**config.mk**
```make
export PLATFORM = sky130hd
export DESIGN_NAME = target_gen_multi
export DESIGN_NICKNAME = d
export VERILOG_FILES = /design/src/rtl/target_gen_multi_pkg.sv /design/src/rtl/dffre.sv /design/src/rtl/target_gen_multi_lfsr.sv /design/src/rtl/target_gen_multi.sv
export SDC_FILE = /design/constraint.sdc
export NUM_CORES = 1
export LEC_CHECK = 0
export ABC_CLOCK_PERIOD_IN_PS = 3800
export BUFFER_PORTS_ARGS = -buffer_cell sky130_fd_sc_hd__buf_2
export CORE_MARGIN = 4
export CORE_UTILIZATION = 50
export CTS_CLUSTER_DIAMETER = 40
export DETAILED_ROUTE_END_ITERATION = 10
export PLACE_DENSITY = 0.87
export SKIP_LAST_GASP = 1
export SYNTH_ARGS = -nofsm -noshare
export SYNTH_HDL_FRONTEND = slang
export SYNTH_HIERARCHICAL = 1
export SYNTH_SLANG_ARGS = --single-unit
export TNS_END_PERCENT = 100
```
**constraint.sdc**
```tcl
create_clock -name clk -period 3.8 [get_ports clk]
set_input_delay 1.14 -clock clk [delete_from_list [all_inputs] [get_ports clk]]
set_output_delay 1.14 -clock clk [all_outputs]
set_load 0.02 [all_outputs]
```
**src/rtl/target_gen_multi_pkg.sv**
```systemverilog
// Shared types and constants for the multi-slot target generator.
// Holds the FSM encoding, default LFSR seeds/taps and a width helper.
package target_gen_multi_pkg;

  typedef enum logic {
    STATE_IDLE = 1'b0,
    STATE_DRAW = 1'b1
  } state_t;

  localparam logic [7:0]  SEED_8  = 8'h55;
  localparam logic [7:0]  TAPS_8  = 8'hB8;
  localparam logic [15:0] SEED_16 = 16'hACE1;
  localparam logic [15:0] TAPS_16 = 16'hB400;

  // Index/range width that never collapses to zero bits.
  function automatic int clog2_min1(input int n);
    return (n > 1) ? $clog2(n) : 1;
  endfunction

endpackage

```
**src/rtl/dffre.sv**
```systemverilog
// Generic register cell: synchronous active-high reset to RST_VAL, load when en.
module dffre #(
  parameter int           W       = 1,
  parameter logic [W-1:0] RST_VAL = '0
) (
  input  logic         clk,
  input  logic         reset,
  input  logic         en,
  input  logic [W-1:0] d,
  output logic [W-1:0] q
);

  always_ff @(posedge clk) begin
    if (reset) begin
      q <= RST_VAL;
    end else if (en) begin
      q <= d;
    end
  end

endmodule

```
**src/rtl/target_gen_multi_lfsr.sv**
```systemverilog
// Fibonacci LFSR next-state function: feedback is the parity of the tapped bits,
// shifted in at the LSB.
module lfsr_fib #(
  parameter int           W    = 16,
  parameter logic [W-1:0] TAPS = 16'hB400
) (
  input  logic [W-1:0] state,
  output logic [W-1:0] next_state
);

  logic fb;

  assign fb         = ^(state & TAPS);
  assign next_state = {state[W-2:0], fb};

endmodule

```
**src/rtl/target_gen_multi.sv**
```systemverilog
// Multi-slot target generator: keeps NUM_TARGETS (x, y) slots filled with
// LFSR-drawn, range- and collision-checked coordinates, respawning slots on hits.
module target_gen_multi
  import target_gen_multi_pkg::*;
#(
  parameter int                LFSR_W      = 16,
  parameter logic [LFSR_W-1:0] TAPS        = TAPS_16,
  parameter logic [LFSR_W-1:0] SEED        = SEED_16,
  parameter int                NUM_TARGETS = 4,
  parameter int                X_W         = 5,
  parameter int                Y_W         = 5,
  parameter int                X_MAX       = 31,
  parameter int                Y_MIN       = 30,
  parameter int                Y_MAX       = 31,
  parameter int                MAX_TRIES   = 8,
  localparam int               IDX_W       = clog2_min1(NUM_TARGETS)
) (
  input  logic                       clk,
  input  logic                       reset,
  input  logic                       hit_valid,
  input  logic [IDX_W-1:0]           hit_idx,
  input  logic                       seed_load,
  input  logic [LFSR_W-1:0]          seed_in,
  output logic [NUM_TARGETS-1:0]     target_valid,
  output logic [NUM_TARGETS*X_W-1:0] target_x,
  output logic [NUM_TARGETS*Y_W-1:0] target_y,
  output logic                       busy,
  output logic [LFSR_W-1:0]          lfsr_state
);

  localparam int YR_W  = clog2_min1(Y_MAX - Y_MIN + 1);
  localparam int TRY_W = clog2_min1(MAX_TRIES + 1);

  state_t                     state_reg, state_next;
  logic [LFSR_W-1:0]          lfsr_reg, lfsr_step, lfsr_next;
  logic [NUM_TARGETS-1:0]     valid_reg, valid_next;
  logic [NUM_TARGETS-1:0]     pending_reg, pending_next;
  logic [NUM_TARGETS-1:0]     sel_onehot, sel_done, hit_mask, collide_vec;
  logic [NUM_TARGETS*X_W-1:0] x_reg;
  logic [NUM_TARGETS*Y_W-1:0] y_reg;
  logic [TRY_W-1:0]           tries_reg, tries_next;
  logic [IDX_W-1:0]           slot_sel;
  logic [X_W-1:0]             raw_x, fallback_x, place_x;
  logic [YR_W-1:0]            raw_y;
  logic [Y_W-1:0]             cand_y, place_y;
  logic                       in_range, accept, fallback, complete, draw_active;

  lfsr_fib #(
    .W    (LFSR_W),
    .TAPS (TAPS)
  ) u_lfsr (
    .state      (lfsr_reg),
    .next_state (lfsr_step)
  );

  // Candidate comes from the pre-step state so it is stable for the whole cycle.
  assign raw_x    = lfsr_reg[X_W-1:0];
  assign raw_y    = lfsr_reg[X_W +: YR_W];
  assign cand_y   = Y_W'(Y_MIN) + Y_W'(raw_y);
  assign in_range = (32'(raw_x) <= 32'(X_MAX)) && (32'(raw_y) <= 32'(Y_MAX - Y_MIN));

  generate
    for (genvar gi = 0; gi < NUM_TARGETS; gi++) begin : g_slot
      assign collide_vec[gi] = valid_reg[gi] && (x_reg[gi*X_W +: X_W] == raw_x);
      assign hit_mask[gi]    = hit_valid && (hit_idx == IDX_W'(gi));

      dffre #(.W(X_W)) u_x (
        .clk   (clk),
        .reset (reset),
        .en    (sel_done[gi]),
        .d     (place_x),
        .q     (x_reg[gi*X_W +: X_W])
      );

      dffre #(.W(Y_W)) u_y (
        .clk   (clk),
        .reset (reset),
        .en    (sel_done[gi]),
        .d     (place_y),
        .q     (y_reg[gi*Y_W +: Y_W])
      );
    end
  endgenerate

  // Lowest pending slot is always the one being drawn.
  assign sel_onehot = pending_reg & (~pending_reg + NUM_TARGETS'(1));

  always_comb begin
    slot_sel = '0;
    for (int i = NUM_TARGETS - 1; i >= 0; i--) begin
      if (pending_reg[i]) begin
        slot_sel = IDX_W'(i);
      end
    end
  end

  assign fallback_x = X_W'(X_MAX - int'(slot_sel));
  assign accept     = in_range && !(|collide_vec);
  assign fallback   = !accept && (tries_reg == TRY_W'(MAX_TRIES - 1));
  assign complete   = draw_active && (accept || fallback);
  assign place_x    = accept ? raw_x : fallback_x;
  assign place_y    = accept ? cand_y : Y_W'(Y_MIN);
  assign sel_done   = complete ? sel_onehot : '0;

  // Clearing the hit bit after setting the completion bit lets a same-cycle hit win.
  assign pending_next = (pending_reg & ~sel_done) | hit_mask;
  assign valid_next   = (valid_reg | sel_done) & ~hit_mask;

  assign tries_next = complete    ? '0 :
                      draw_active ? tries_reg + TRY_W'(1) :
                                    tries_reg;

  assign lfsr_next = seed_load   ? ((seed_in == '0) ? SEED : seed_in) :
                     draw_active ? lfsr_step :
                                   lfsr_reg;

  dffre #(.W(NUM_TARGETS)) u_valid (
    .clk (clk), .reset (reset), .en (1'b1), .d (valid_next), .q (valid_reg)
  );

  dffre #(.W(NUM_TARGETS), .RST_VAL({NUM_TARGETS{1'b1}})) u_pending (
    .clk (clk), .reset (reset), .en (1'b1), .d (pending_next), .q (pending_reg)
  );

  dffre #(.W(TRY_W)) u_tries (
    .clk (clk), .reset (reset), .en (1'b1), .d (tries_next), .q (tries_reg)
  );

  dffre #(.W(LFSR_W), .RST_VAL(SEED)) u_lfsr_reg (
    .clk (clk), .reset (reset), .en (1'b1), .d (lfsr_next), .q (lfsr_reg)
  );

  always_ff @(posedge clk) begin
    if (reset) begin
      state_reg <= STATE_DRAW;
    end else begin
      state_reg <= state_next;
    end
  end

  // Looking at pending_next lets a hit enter DRAW on the very next edge.
  always_comb begin
    state_next = state_reg;
    case (state_reg)
      STATE_IDLE: state_next = (|pending_next) ? STATE_DRAW : STATE_IDLE;
      STATE_DRAW: state_next = (|pending_next) ? STATE_DRAW : STATE_IDLE;
      default:    state_next = STATE_DRAW;
    endcase
  end

  always_comb begin
    draw_active = (state_reg == STATE_DRAW);
    busy        = |pending_reg;
  end

  assign target_valid = valid_reg;
  assign target_x     = x_reg;
  assign target_y     = y_reg;
  assign lfsr_state   = lfsr_reg;

endmodule

```
==> reports/results.txt, run 1 <==
Dpl cells: 573
First DRT Iteration DRCs: 198
Cell family with the largest share of critical-path delay: simple AND/OR/NAND/NOR gates
Initial antenna violation count: 0
Dpl hpwl: 6250 um
Unrepaired setup endpoints after global routing: false
Largest stage delay on the critical path: 0.97 ns
Finished Cell Area: 4280 um^2
CTS root buffer: clkbuf_8
Mapped Cells: 399
Worst path cell trace: xor2_1 > nor4_1 > nand3_1 > and4_4 > nor2_2 > nor2_1 > mux2i_1 > nor2_1
Number of library cell types mapped by synthesis: 43
CP max stage cell: nor2_1
Worst Clk Skew: 0.00749 ns
Io pins: 83
Syn_area_per_cell: 9.26 um^2
Largest net degree at the start of global routing: 37
Fmax: 346 MHz
Via count: 3095
Initial Util: 0.512
Worst Path Required: 4.01 ns
Register area: 1380 um^2
Die height: 94.0 um
Antenna viol nets, final: 0
Seq/Total Area, Yosys: 0.374
DR vias/cell: 5.26
1st-pass router iterations: 5
Gr ovfl total: 0
Met2 Resource Use GR: 0.340
Netlist Area Pre-Place: 3690 um^2
Final nets: 508
Worst skew pair latency: 0.35 ns
Drt total wl: 8790 um
Slew Limit Fails: 0
Finished Layout Cells: 588
First-pass GRT wire length: 14100 um
# port buffers: 82
Setup TNS: 0 ns
Critical path type: reg2reg
CTS Buffer Depth: 2
Yosys top cell area share: 0.374
Relative slew slack: 0.165
Clk slew on worst S/H paths: 0.07 ns
Max H-tree Level: 3
Met1 usage: 0.246
PD cells: 438 nW/um^2
Synth-to-layout area growth: 15.7%
CP startpoint kind: flop
Yosys warning count: 6
Final setup vio count: 0
Post-CTS Setup Repair Bufs: 0
Clock sink count: 69
Die ar.: 8830 um^2
Placed instance area: 4040 um^2
Rows: 31
FILL cells: 639
Die width: 94.0 um
Layout cells sized above 1: 0.245
Final period util: 0.761
P_leak: 0.00210 uW
Synth area leaders: dfxtp_1 (37%), mux2i_1 (17%), nor2_1 (7.1%)
Most used cell, CP: nor2_1
Largest area contributor in the netlist: dfxtp_1
RD Place Congestion: 0.863
Max FO, Critical Path: 14
GRT Total Usage: 0.201
Multi-input gate area: 2090 um^2
Core Area: 7210 um^2
Worst Path Buf+Inv: 0
Final min period: 2.89 ns
TritonCTS clock tree: done
#FFs+latches synth: 69
Hold Vio Cnt, Final: 0
Status: finished clean
Post-CTS Hold Fix Bufs: 0
Post-CTS Resized: 0
CTS buffer count: 9
Worst path arrival time: 3.10 ns
Min-delay worst type: reg2reg
Routed WL per cell: 14.9 um
WHS: 0.494 ns
CP Capture Type: flop
Met3 Track Usage GR: 0.0473
Slew @ Worst Pin: 1.25 ns
GRT Max-Usage Layer: met2
# diodes: 0
Max Cap Viol: 0
VDD IR max: 0.290 mV
Remaining routing DRC violations: 0
Vias in the first global route: 2941
==> final cells by class <==
type                    count  area share
clock inverters             6      0.0263
repair buffers             85       0.101
well taps                  99      0.0290
inverters                   2     0.00176
flip-flops and latches     69       0.323
clock buffers               9      0.0290
multi-input cells         318       0.490
==> path summary, 6_finish.rpt <==
check	startpoint	slack [ns]	endpoint	depth (start not counted)
setup / recovery	u_lfsr_reg/q[2]	0.91	g_slot[1].u_x/q[1]	8
hold / removal	g_slot[3].u_y/q[2]	0.49	g_slot[3].u_y/q[2]	2
hold reg to reg	g_slot[3].u_y/q[2]	0.49	g_slot[3].u_y/q[2]	2
setup reg to reg	u_lfsr_reg/q[2]	0.91	g_slot[1].u_x/q[1]	8
==> cell usage in the layout (no fill, tap or decap), drive strengths merged, types with 2 or more instances in the layout <==
master / instances
nor4: 8
nand2b: 4
nor2b: 9
xor2: 18
nand3: 6
o21ai: 17
clkinv: 3
clkbuf: 9
nand2: 21
dfxtp: 69
nor3: 4
conb: 32
inv: 2
xnor2: 6
a21oi: 4
and2b: 5
a211o: 12
bufinv: 3
o31ai: 3
nand4: 3
mux2i: 64
or2: 2
a21o: 3
o22a: 8
buf: 85
nor2: 71
mux2: 9
==> routing by layer <==
| layer | wire length [um] | vias up |
|---|---|---|
| li1 | - | 1504 |
| met1 | 3710 | 1460 |
| met2 | 4370 | 112 |
| met3 | 480 | 19 |
| met4 | 226 | 0 |
| met5 | 0 | - |
==> where the power goes <==
group	switching [uW]	total, uW	leakage (uW)	internal, uW
logic	200	343	0.00142	143
clock network	284	717	0.000119	433
registers	47.7	812	0.000564	764
total	532	1870	0.00210	1340
==> cells in the mapped netlist <==
master    number
inv_1          2
nor3_1         4
a211o_1       11
nand2b_1       4
and2_1         1
or2_4          1
nand4_1        3
dfxtp_1       69
or2_2          1
mux2i_1       64
buf_2          5
clkbuf_1       5
a21oi_1        4
buf_12         1
and4_4         1
o22a_1         8
o22ai_1        1
mux2_4         1
nor3b_1        1
o21ai_1        2
o21ai_0       15
nand2_1       21
a211oi_1       1
a31oi_1        1
xnor2_1        6
nor2b_1        9
a21o_1         3
clkbuf_2       2
buf_4         16
xor2_1        18
o31ai_1        3
nor4_1         8
conb_1         1
nor2_2         1
a211o_2        1
and2b_2        5
and4b_1        1
mux2_2         8
nor2_1        70
ha_1           1
a41oi_2        1
buf_6         12
nand3_1        6
==> stage by stage <==
stage           util  total power, uW  worst slack (ns)
5_1_grt        0.593             1950             0.823
2_1_floorplan      -             1100              1.77
3_3_place_gp   0.560             1150              1.20
3_5_place_dp   0.560             1160              1.08
6_report       0.593             1870             0.908
4_1_cts        0.593             1880             0.967
==> tightest hold or removal path, cell delays in order, from the launching register on <==
cell and delay [ns]:
dfxtp_1 0.32, mux2i_1 0.07, nor2_1 0.07
==> state kept, by name, indices dropped and copies added (netlist names) <==
name,cells
draw_active,1
u_valid/q,4
g_slot.u_x/q,20
u_pending/q,4
u_lfsr_reg/q,16
g_slot.u_y/q,20
u_tries/q,4
==> cells by family after synthesis <==
kind of cell | count (synthesis) | synth area share
flops | 69 | 0.374
other cells | 1 | 0.00101
compound gates | 51 | 0.0982
simple gates | 137 | 0.174
xor+xnor | 24 | 0.0569
fa+ha+maj | 1 | 0.00339
buf+inv | 43 | 0.0911
mux | 73 | 0.202
Power figures use the tool's default switching activity.
==> run 2, diff against run 1 <==
--- a/config.mk
+++ b/config.mk
@@ -5,13 +5,13 @@
 export SDC_FILE = /design/constraint.sdc
 export NUM_CORES = 1
 export LEC_CHECK = 0
-export ABC_CLOCK_PERIOD_IN_PS = 3800
+export ABC_CLOCK_PERIOD_IN_PS = 2600
 export BUFFER_PORTS_ARGS = -buffer_cell sky130_fd_sc_hd__buf_2
 export CORE_MARGIN = 4
-export CORE_UTILIZATION = 50
+export CORE_UTILIZATION = 49
 export CTS_CLUSTER_DIAMETER = 40
 export DETAILED_ROUTE_END_ITERATION = 10
-export PLACE_DENSITY = 0.87
+export PLACE_DENSITY = 0.88
 export SKIP_LAST_GASP = 1
 export SYNTH_ARGS = -nofsm -noshare
 export SYNTH_HDL_FRONTEND = slang
==> constraint.sdc (replaced) <==
create_clock -name clk -period 2.6 [get_ports clk]
set_input_delay 0.78 -clock clk [delete_from_list [all_inputs] [get_ports clk]]
set_output_delay 0.78 -clock clk [all_outputs]
set_load 0.02 [all_outputs]
==> reports/results.txt, run 2 (synthesis results as in run 1) <==
Fin util: 0.591
FILL cells: 646
Register area: 1380 um^2
Worst Clk Skew: 0.00659 ns
Min-delay worst type: reg2reg
Final period util: 1.02
CP max stage cell: nor2_1
Antenna viol nets, final: 0
Final setup vio count: 8
Regs by FF count: g_slot.u_x/q (20), g_slot.u_y/q (20), u_lfsr_reg/q (16)
Layout cells sized above 1: 0.258
Die height: 94.8 um
Worst Path Required: 2.84 ns
Rows: 31
# diodes: 0
Gr ovfl total: 0
RD Place Congestion: 0.859
Final nets: 515
WHS: 0.494 ns
Critical path type: reg2reg
Finished Layout Cells: 596
Dpl cells: 580
Io pins: 83
Largest net degree at the start of global routing: 42
Failing checks: setup timing
Slew @ Worst Pin: 1.22 ns
CTS Buffer Depth: 2
Drt total wl: 8970 um
Cell family with the largest share of critical-path delay: simple AND/OR/NAND/NOR gates
# port buffers: 82
TritonCTS clock tree: done
Hold Startpoint: g_slot[2].u_y/q[2]
Multi-input gate area: 2100 um^2
First DRT Iteration DRCs: 185
Worst setup margin: -0.0523 ns
CP Capture Type: flop
Synth-to-layout area growth: 16.6%
Post-CTS Setup Repair Bufs: 0
P_leak: 0.00211 uW
CTS root buffer: clkbuf_8
Die width: 94.8 um
Most common cell after layout, fill and taps aside: buf_2
Max FO, Critical Path: 10
Vias in the first global route: 3075
Most frequent cells in the layout: buf_2 (82), nor2_1 (69), dfxtp_1 (69)
Max Cap Viol: 0
Final min period: 2.65 ns
CP startpoint kind: flop
CTS buffer count: 9
Post-Place Setup Slack: 0.0296 ns
Finished Cell Area: 4310 um^2
Largest stage delay on the critical path: 0.95 ns
Status: finished, violations left
VDD IR max: 0.353 mV
CP startpoint: u_lfsr_reg/q[2]
Unrepaired setup endpoints after global routing: true
Dpl hpwl: 6650 um
Remaining routing DRC violations: 0
GRT Total Usage: 0.206
Worst R2R Start: u_lfsr_reg/q[2]
PD cells: 601 nW/um^2
Worst path arrival time: 2.89 ns
Die ar.: 8990 um^2
Most used cell, CP: nor2_1
Routed WL per cell: 15.0 um
Worst path cell trace: xor2_1 > nor4_1 > nand3_1 > and4_4 > nor2_2 > nor2_1 > mux2i_1 > nor2_1
Slew Limit Fails: 0
1st-pass router iterations: 5
Relative slew slack: 0.183
Placed instance area: 4100 um^2
Hold Vio Cnt, Final: 0
Clock sink count: 69
Worst Path Buf+Inv: 0
Via count: 3131
Initial antenna violation count: 0
Clk slew on worst S/H paths: 0.07 ns
Fmax: 377 MHz
Core Area: 7290 um^2
Initial Util: 0.507
Worst skew pair latency: 0.35 ns
DR vias/cell: 5.25
First-pass GRT wire length: 14500 um
Max H-tree Level: 3
run 2: per-layer routing:
layer	vias up	global-route usage	wire length [um]
li1	1519	-	-
met1	1472	0.251	3660
met2	117	0.342	4560
met3	23	0.0390	525
met4	0	0.106	224
met5	-	0	0
run 2: layout make-up:
class	count	share of cell area
timing repair buffer	92	0.116
clock inverter	5	0.0137
multi-input combinational	318	0.487
clock buffer	11	0.0328
sequential	69	0.321
tap	99	0.0288
inverter	2	0.00174
run 2: worst paths after layout:
check	end	slack, ns	cells after the start
setup reg to reg	g_slot[2].u_x/q[0]	-0.05	8
hold / removal	g_slot[2].u_y/q[2]	0.49	2
setup / recovery	g_slot[2].u_x/q[0]	-0.05	8
hold reg to reg	g_slot[2].u_y/q[2]	0.49	2
run 2: power by group:
part | switching (uW) | internal [uW]
Combinational | 303 | 222
Clock | 410 | 471
Sequential | 65.7 | 1120
run 2: timing repair:
action	4_1_cts	5_1_grt
hold buffers	0	0
cloned	0	0
setup endpoints to repair	7	30
hold endpoints to repair	0	0
gates resized for setup	1	0
run 2: worst min-delay path: cells and delay by family (launching register included):
family | cells | cell delay [ns]
flops | 1 | 0.32
mux | 1 | 0.07
simple gates | 1 | 0.07
run 2: stage by stage:
step	setup TNS [ns]	total power, uW
6_report	-0.191	2590
3_3_place_gp	0	1700
2_1_floorplan	0	1610
4_1_cts	0	2600
3_5_place_dp	0	1720
5_1_grt	-3.82	2700
==> run 3, diff against run 2 <==
--- a/config.mk
+++ b/config.mk
@@ -5,13 +5,14 @@
 export SDC_FILE = /design/constraint.sdc
 export NUM_CORES = 1
 export LEC_CHECK = 0
+export ABC_AREA = 1
 export ABC_CLOCK_PERIOD_IN_PS = 2600
 export BUFFER_PORTS_ARGS = -buffer_cell sky130_fd_sc_hd__buf_2
 export CORE_MARGIN = 4
-export CORE_UTILIZATION = 49
+export CORE_UTILIZATION = 50
 export CTS_CLUSTER_DIAMETER = 40
 export DETAILED_ROUTE_END_ITERATION = 10
-export PLACE_DENSITY = 0.88
+export PLACE_DENSITY = 0.89
 export SKIP_LAST_GASP = 1
 export SYNTH_ARGS = -nofsm -noshare
 export SYNTH_HDL_FRONTEND = slang
==> reports/results.txt, run 3 <==
Core Area: 7850 um^2
Most common cell after layout, fill and taps aside: nand2_1
Post-CTS Resized: 0
Worst skew pair latency: 0.35 ns
Synth top cells by count: nand2_1 (227), nor2_1 (157), inv_1 (105)
Synth area leaders: dfxtp_1 (34%), nand2_1 (21%), nor2_1 (14%)
Worst Path Required: 2.89 ns
GRT Total Usage: 0.198
Die ar.: 9750 um^2
1st-pass router iterations: 5
CP Capture Type: flop
Regs by FF count: g_slot.u_x/q (20), g_slot.u_y/q (20), u_lfsr_reg/q (16)
# diodes: 0
Syn_area_per_cell: 5.92 um^2
Max Cap Viol: 0
P_leak: 0.00278 uW
WHS: 0.470 ns
CTS root buffer: clkbuf_8
Largest area contributor in the netlist: dfxtp_1
FILL cells: 788
Antenna viol nets, final: 0
# port buffers: 82
Post-CTS Hold Fix Bufs: 0
Die height: 98.8 um
PD cells: 626 nW/um^2
VDD IR max: 0.332 mV
Seq/Total Area, Yosys: 0.335
Switch share: 0.313
Worst path arrival time: 2.51 ns
CP startpoint kind: flop
Dpl hpwl: 7050 um
Flop pwr share: 0.415
Number of synthesized flops with an enable pin: 0
Hold Vio Cnt, Final: 0
Status: finished clean
Clock power share: 0.366
Clk slew on worst S/H paths: 0.07 ns
Slew @ Worst Pin: 0.607 ns
Largest family of logic cells by synthesized area: simple AND/OR/NAND/NOR gates
Yosys top cell area share: 0.335
Post-Synth Adder-Cell Area: 0.00304
RD Place Congestion: 0.959
Worst Clk Skew: 0.00882 ns
Final nets: 804
TritonCTS clock tree: done
Clock sink count: 69
Io pins: 83
First DRT Iteration DRCs: 225
Post-CTS Setup Repair Bufs: 0
DR vias/cell: 4.63
Critical path type: reg2reg
P_sw: 926 uW
Synth Area in Compound Gates: 0.0623
Routed WL per cell: 10.8 um
Post-synth ARST share: 0
Fmax: 450 MHz
Combinational power share: 0.220
Largest net degree at the start of global routing: 26
Synth-to-layout area growth: 14.8%
Die width: 98.8 um
Max FO, Critical Path: 21
Relative slew slack: 0.595
Drt total wl: 9570 um
Remaining routing DRC violations: 0
XOR/XNOR share of the synthesized area: 0.00851
Mux cell area share after synthesis: 0
Slew Limit Fails: 0
Gr ovfl total: 0
Netlist Area Pre-Place: 4120 um^2
CTS buffer count: 9
Initial antenna violation count: 0
Min-delay worst type: reg2reg
Final min period: 2.22 ns
Top FF cell, synth: dfxtp_1
Mapped Cells: 695
Final period util: 0.855
Final setup vio count: 0
CTS Buffer Depth: 2
Yosys warning count: 6
Internal: 2030 uW
Initial Util: 0.525
Simple-gate share of the synthesized area: 0.406
Setup TNS: 0 ns
Vias in the first global route: 3483
Via count: 4110
Max H-tree Level: 3
Layout cells sized above 1: 0.160
Number of library cell types mapped by synthesis: 30
First-pass GRT wire length: 16000 um
Rows: 32
Most frequent cells in the layout: nand2_1 (227), nor2_1 (157), inv_1 (105)
#FFs+latches synth: 69
Unrepaired setup endpoints after global routing: false
Top-count cell post-synth: nand2_1
## run 3: changes by cell type after synthesis, sizes merged, moves of 12 or more
cell and delta:
inv +111, a21oi +17, mux2i -64, nand3 +14, xor2 -16, nor2 +90
nand2 +212, a211o -12
## run 3: cells by family (layout without fill, tap and decap cells)
| group | count (synthesis) | count (layout) |
|---|---|---|
| buffers and inverters | 152 | 220 |
| and+or+nand+nor | 425 | 425 |
| AOI/OAI and AO/OA | 43 | 43 |
| other | 1 | 24 |
| adders and majority gates | 1 | 1 |
| DFF | 69 | 69 |
| xor gates and xnor gates | 4 | 4 |
## run 3: final cells by class
type,instances,area [um^2],share of cell area
multi-input cells,497,2070,0.437
flip-flops and latches,69,1380,0.292
repair buffers,90,470,0.0995
inverters,114,433,0.0916
clock buffers,10,138,0.0291
well taps,102,128,0.0270
clock inverters,6,110,0.0233
## run 3: per-stage QoR
step                area (um^2)  total power [uW]  setup slack, ns   util  cells
floorplan                  4200              1750            0.775      -    718
global placement           4480              1890            0.483  0.571    872
detailed placement         4480              1890            0.425  0.571    872
CTS                        4730              2980            0.402  0.602    888
global route               4730              3140            0.125  0.602    888
finish                     4730              2960            0.377  0.602    888
## run 3: routing by layer
layer,vias to the layer above,part of all wire,track usage
met2,151,0.42,0.303
li1,2189,-,-
met3,14,0.086,0.0403
met4,0,0.017,0.0735
met5,-,0,0
met1,1756,0.47,0.276
## run 3: final timing paths
path,startpoint,endpoint,slack [ns],cells after the start
hold reg to reg,g_slot[3].u_y/q[0],g_slot[3].u_y/q[0],0.47,2
hold / removal,g_slot[3].u_y/q[0],g_slot[3].u_y/q[0],0.47,2
setup / recovery,u_lfsr_reg/q[3],u_valid/q[2],0.38,13
setup reg to reg,u_lfsr_reg/q[3],u_valid/q[2],0.38,13
## run 3: power groups by stage
stage	combinational (uW)	clock, uW	sequential, uW
4_1_cts	648	1110	1230
5_1_grt	746	1150	1240
3_3_place_gp	635	0	1250
2_1_floorplan	434	0	1320
6_report	651	1080	1230
3_5_place_dp	645	0	1250
## run 3: critical path, stage by stage, from the launching register on
cell	delay [ns]
dfxtp_1	0.51
inv_2	0.14
o21ai_1	0.15
nor2_1	0.05
nand3_1	0.07
nand2_1	0.10
o21ai_4	0.19
nand3_1	0.11
inv_1	0.47
o21a_1	0.18
inv_1	0.04
nand2_1	0.05
nand2_1	0.04
nor2_1	0.07
